### src/rtl/instr_sequencer.sv
// instr_sequencer: multi-cycle fetch/execute/memory-read sequencer for the
// 9-bit core. Owns the program counter, gates register-file and data-memory
// write enables from the decoder outputs, and keeps saturating busy-cycle
// and retired-instruction counters for the top level.
module instr_sequencer #(
  parameter int             PCW      = 10,
  parameter logic [PCW-1:0] PROG_END = 10'h3FF,
  parameter int             CNTW     = 16
) (
  input  logic            clk,
  input  logic            reset,
  input  logic            start,
  input  logic            Branch,
  input  logic            MemtoReg,
  input  logic            MemWrite,
  input  logic            RegWrite,
  input  logic            alu_nz,
  input  logic [PCW-1:0]  target,
  output logic [PCW-1:0]  prog_ctr,
  output logic            ir_load,
  output logic            reg_we,
  output logic            mem_we,
  output logic            busy,
  output logic            done,
  output logic [CNTW-1:0] cycle_count,
  output logic [CNTW-1:0] instr_count
);

  typedef enum logic [2:0] {
    IDLE  = 3'd0,
    FETCH = 3'd1,
    EXEC  = 3'd2,
    MEMRD = 3'd3,
    HALT  = 3'd4
  } state_t;

  localparam logic [PCW-1:0]  PC_ONE  = {{(PCW-1){1'b0}}, 1'b1};
  localparam logic [CNTW-1:0] CNT_ONE = {{(CNTW-1){1'b0}}, 1'b1};
  localparam logic [CNTW-1:0] CNT_MAX = {CNTW{1'b1}};

  state_t          state_r;
  state_t          next_state_s;
  logic [PCW-1:0]  prog_ctr_r;
  logic [PCW-1:0]  pc_next_s;
  logic [CNTW-1:0] cycle_count_r;
  logic [CNTW-1:0] instr_count_r;
  logic            clr_s;
  logic            retire_s;
  logic            ir_load_s;
  logic            reg_we_s;
  logic            mem_we_s;
  logic            busy_s;

  // Counter increment that sticks at all-ones instead of wrapping.
  function automatic logic [CNTW-1:0] sat_inc(input logic [CNTW-1:0] v);
    if (v == CNT_MAX) begin
      sat_inc = v;
    end else begin
      sat_inc = v + CNT_ONE;
    end
  endfunction

  // Busy covers every state that is working on an instruction.
  assign busy_s = (state_r == FETCH) || (state_r == EXEC) || (state_r == MEMRD);

  // Next-state, next-PC and write-strobe decode; ldr defers its register write to MEMRD.
  always_comb begin
    next_state_s = state_r;
    pc_next_s    = prog_ctr_r;
    clr_s        = 1'b0;
    retire_s     = 1'b0;
    ir_load_s    = 1'b0;
    reg_we_s     = 1'b0;
    mem_we_s     = 1'b0;
    case (state_r)
      IDLE, HALT: begin
        if (start) begin
          next_state_s = FETCH;
          pc_next_s    = {PCW{1'b0}};
          clr_s        = 1'b1;
        end else begin
          next_state_s = state_r;
        end
      end
      FETCH: begin
        if (prog_ctr_r == PROG_END) begin
          next_state_s = HALT;
        end else begin
          ir_load_s    = 1'b1;
          next_state_s = EXEC;
        end
      end
      EXEC: begin
        if (MemtoReg) begin
          // ldr (and the illegal ldr+str encoding) waits a cycle for read data.
          next_state_s = MEMRD;
        end else begin
          // bnz raises RegWrite in the decoder but must never write.
          reg_we_s     = RegWrite & ~Branch;
          mem_we_s     = MemWrite;
          pc_next_s    = (Branch & alu_nz) ? target : (prog_ctr_r + PC_ONE);
          retire_s     = 1'b1;
          next_state_s = FETCH;
        end
      end
      MEMRD: begin
        reg_we_s     = 1'b1;
        pc_next_s    = prog_ctr_r + PC_ONE;
        retire_s     = 1'b1;
        next_state_s = FETCH;
      end
      default: begin
        next_state_s = IDLE;
      end
    endcase
  end

  // State, PC and counter registers; reset abandons any instruction in flight.
  always_ff @(posedge clk or posedge reset) begin
    if (reset) begin
      state_r       <= IDLE;
      prog_ctr_r    <= {PCW{1'b0}};
      cycle_count_r <= {CNTW{1'b0}};
      instr_count_r <= {CNTW{1'b0}};
    end else begin
      state_r    <= next_state_s;
      prog_ctr_r <= pc_next_s;
      if (clr_s) begin
        cycle_count_r <= {CNTW{1'b0}};
        instr_count_r <= {CNTW{1'b0}};
      end else begin
        cycle_count_r <= busy_s   ? sat_inc(cycle_count_r) : cycle_count_r;
        instr_count_r <= retire_s ? sat_inc(instr_count_r) : instr_count_r;
      end
    end
  end

  assign prog_ctr    = prog_ctr_r;
  assign ir_load     = ir_load_s;
  assign reg_we      = reg_we_s;
  assign mem_we      = mem_we_s;
  assign busy        = busy_s;
  assign done        = (state_r == HALT);
  assign cycle_count = cycle_count_r;
  assign instr_count = instr_count_r;

endmodule
### config.mk
export PLATFORM = sky130hd
export DESIGN_NAME = instr_sequencer
export DESIGN_NICKNAME = d
export VERILOG_FILES = /design/src/rtl/instr_sequencer.sv
export SDC_FILE = /design/constraint.sdc
export NUM_CORES = 1
export LEC_CHECK = 0
export ABC_AREA = 0
export CORE_UTILIZATION = 49
export CTS_CLUSTER_DIAMETER = 50
export DETAILED_ROUTE_END_ITERATION = 6
export GPL_TIMING_DRIVEN = 1
export PLACE_DENSITY_LB_ADDON = 0.1
export SYNTH_ARGS = -nofsm -noshare
export SYNTH_HDL_FRONTEND = slang
export SYNTH_SLANG_ARGS = --single-unit
### constraint.sdc
create_clock -name clk -period 2.4 [get_ports clk]
set_input_delay 0.36 -clock clk [delete_from_list [all_inputs] [get_ports clk]]
set_output_delay 0.36 -clock clk [all_outputs]
set_load 0.05 [all_outputs]
==> metrics.csv <==
stage,metric,value,unit
setup_path,crit path cell chain,"o21ba_2, clkdlybuf4s50_1",
route,Antenna Nets Post-Route,0,
timing,crit share post-route,94.3,%
global_route,largest net degree at the start of global routing,46,
setup_path,Critical Path Source,state_r[2],
synthesis,syn nets,299,
route,final WL,6150,um
synthesis,number of synthesized register bits,45,
cts,Post-CTS Setup Bufs,0,
layout,Area Growth Syn to Fin,33.9,%
cts,CTS root buf,clkbuf_8,
setup_path,crit start category,flop,
global_route,vias in the first global route,2152,
pwr,P_leak,1.35,nW
die,Initial Util,52.0,%
hold_path,Worst Hold Class,primary input to asynchronous set/reset pin,
cts,Worst-path clk slew,90,ps
cts,# hold bufs at CTS,0,
timing,Fin Clk Skew,10.3,ps
setup_path,delay of the slowest critical-path stage,810,ps
route,total number of vias,2330,
synthesis,Synth Warn #,0,
global_route,grt ovf,0,
route,1st-pass router iterations,4,
cts,H-tree depth,2,
cts,worst-case clock buffer depth,2,
synthesis,post-synth top area cell,dfrtp_1,
place,Detail Placement HPWL,4320,um
cts,CTS tree,yes,
synthesis,most frequent cell after synthesis,dfrtp_1,
die,FP Rows,25,
setup_path,Crit Path Max Fanout,8,
setup_path,required time worst endpoint,2040,ps
timing,RSZ-0062 raised after global routing,no,
setup_path,CP bufs+invs,1,
setup_path,"delay-heaviest family, CP",buffers and inverters,
pwr,peak supply drop,0.624,mV
cts,Clock Sinks,45,
cts,post-cts sizing count,0,
synthesis,synthesized area,0.00250,mm^2
pwr,PwrDens,965,mW/mm^2
timing,Worst Max-Slew Pin Slew,648,ps
place,input/output buffers,64,
layout,Ant. Diodes,0,
synthesis,Synth area leaders,"dfrtp_1 45%, nor2_1 5.8%, o21ai_0 3.6%",
timing,final setup vio count,0,
synthesis,share of the synthesized area in the top cell type,45.0,%
timing,max-slew violations,0,
place,dpl cells,405,
synthesis,"Seq/Total Area, Yosys",45.0,%
timing,Fin Setup TNS,0,ps
die,die width,73.5,um
die,num ports,65,
route,drt via density,5.64,
setup_path,Critical R2R Launch,instr_count[8],
synthesis,commonest cells in the netlist,"45 x dfrtp_1, 39 x nor2_1, 24 x nand2_1, 18 x o21ai_0, 13 x nor3_1",
timing,fin crit period,2260,ps
setup_path,CP Class,flop to output pin,
die,die height,73.5,um
setup_path,Crit. End Element,output pin,
route,met2 routed WL,2960,um
setup_path,slowest CP cell,clkdlybuf4s50_1,
route,drt drc,0,
synthesis,syn avg cell area,9.01,um^2
synthesis,Cell variety after synth,48,
synthesis,Synth Flop Type,dfrtp_1,
global_route,GRT Total Usage,24.2,%
route,M1 WL,2880,um
route,max layer used,met4,
status,status,completed,
cts,worst-skew pair later-pin latency,300,ps
layout,fin cells,413,
global_route,first-pass GRT wire length,9960,um
global_route,initial antenna violation count,0,
layout,fin nets,366,
place,routability congestion estimate,0.914,
synthesis,Async SR Flop Fraction,100,%
setup_path,CP Data Arrival Time,1900,ps
layout,share of cells above drive strength 1,8.09,%
timing,Final Hold Fails,0,
route,drt first-iter violations,93,
route,WL per Instance,14.9,um
cts,CTS buffer count,5,
synthesis,Post-synth EDFFs,0,
layout,Util after Layout,69.6,%
timing,slew margin rel.,56.5,%
die,Core Area,0.00482,mm^2
run,Max-Cap Viols,0,
synthesis,Gate Count Post-Synth,278,
route,met3 routed WL,221,um
timing,f_max,0.442,GHz
die,Die Area,0.00540,mm^2
per-stage QoR:
| stage | setup WS (ps) | cell area [um^2] | total power [mW] | hold slack [ps] |
|---|---|---|---|---|
| after global routing | 42.4 | 3350 | 3.42 | 551 |
| after CTS | 38.9 | 3350 | 3.25 | 528 |
| after floorplan | 72.4 | 2510 | 2.16 | 477 |
| final | 137 | 3350 | 3.23 | 519 |
| after detailed placement | 258 | 3250 | 2.72 | 508 |
| after global placement | 375 | 3250 | 2.69 | 512 |
sequential cells by signal (all words and copies together) (netlist names):
register and flops:
cycle_count 16, instr_count 16, prog_ctr 10, state_r 3
where the power goes:
| part | internal [mW] | total, mW | switching (mW) | leakage (nW) |
|---|---|---|---|---|
| sequential | 0.900 | 1.11 | 0.206 | 0.611 |
| combinational | 0.552 | 1.60 | 1.05 | 0.683 |
| clock | 0.261 | 0.527 | 0.267 | 0.0542 |
layer usage:
metal	up-vias	global-route usage, %
li1	1143	-
met1	1114	32.8
met2	64	38.3
met3	9	3.84
met4	0	10.3
met5	-	0
final cells by class:
type | instances | area, um^2
fillers | 403 | 1470
multi-input cells | 215 | 1310
flip-flops and latches | 45 | 1130
repair buffers | 71 | 701
clock buffers | 7 | 96.3
well taps | 67 | 83.8
inverters | 7 | 26.3
clock inverters | 1 | 5.00
logic make-up after synthesis:
logic type | share of synthesized area (%)
AND/OR/NAND/NOR | 26.3
AO/OA/AOI/OAI | 16.8
flip-flops | 45.0
buffers and inverters | 2.90
XOR/XNOR | 5.95
multiplexers | 1.60
adder cells (fa/ha/maj) | 1.50
cell usage in the layout, fill, tap and decap left out, types with 7 or more instances in the layout:
master	instances
clkbuf_8	7
dfrtp_1	45
nor2_1	38
clkdlybuf4s50_1	60
buf_4	9
nand4_1	7
nor3_1	13
nand3_1	12
a21oi_1	11
xor2_1	7
o21ai_0	18
nand2_1	24
xnor2_1	10
path summary, 6_finish.rpt:
kind | endpoint | slack [ps] | cells past startpoint
min reg2reg | instr_count[14] | 540 | 1
min | cycle_count[6] | 520 | 3
max | busy | 140 | 2
max reg2reg | instr_count[1] | 440 | 5
max in group asynchronous | state_r[2] | 1480 | 3
min in group clk | instr_count[14] | 540 | 1
tightest hold or removal path, stage by stage:
cell and delay [ps]:
clkdlybuf4s50_1 400, clkinv_1 50, buf_4 480
(Power assumes the default switching activity.)
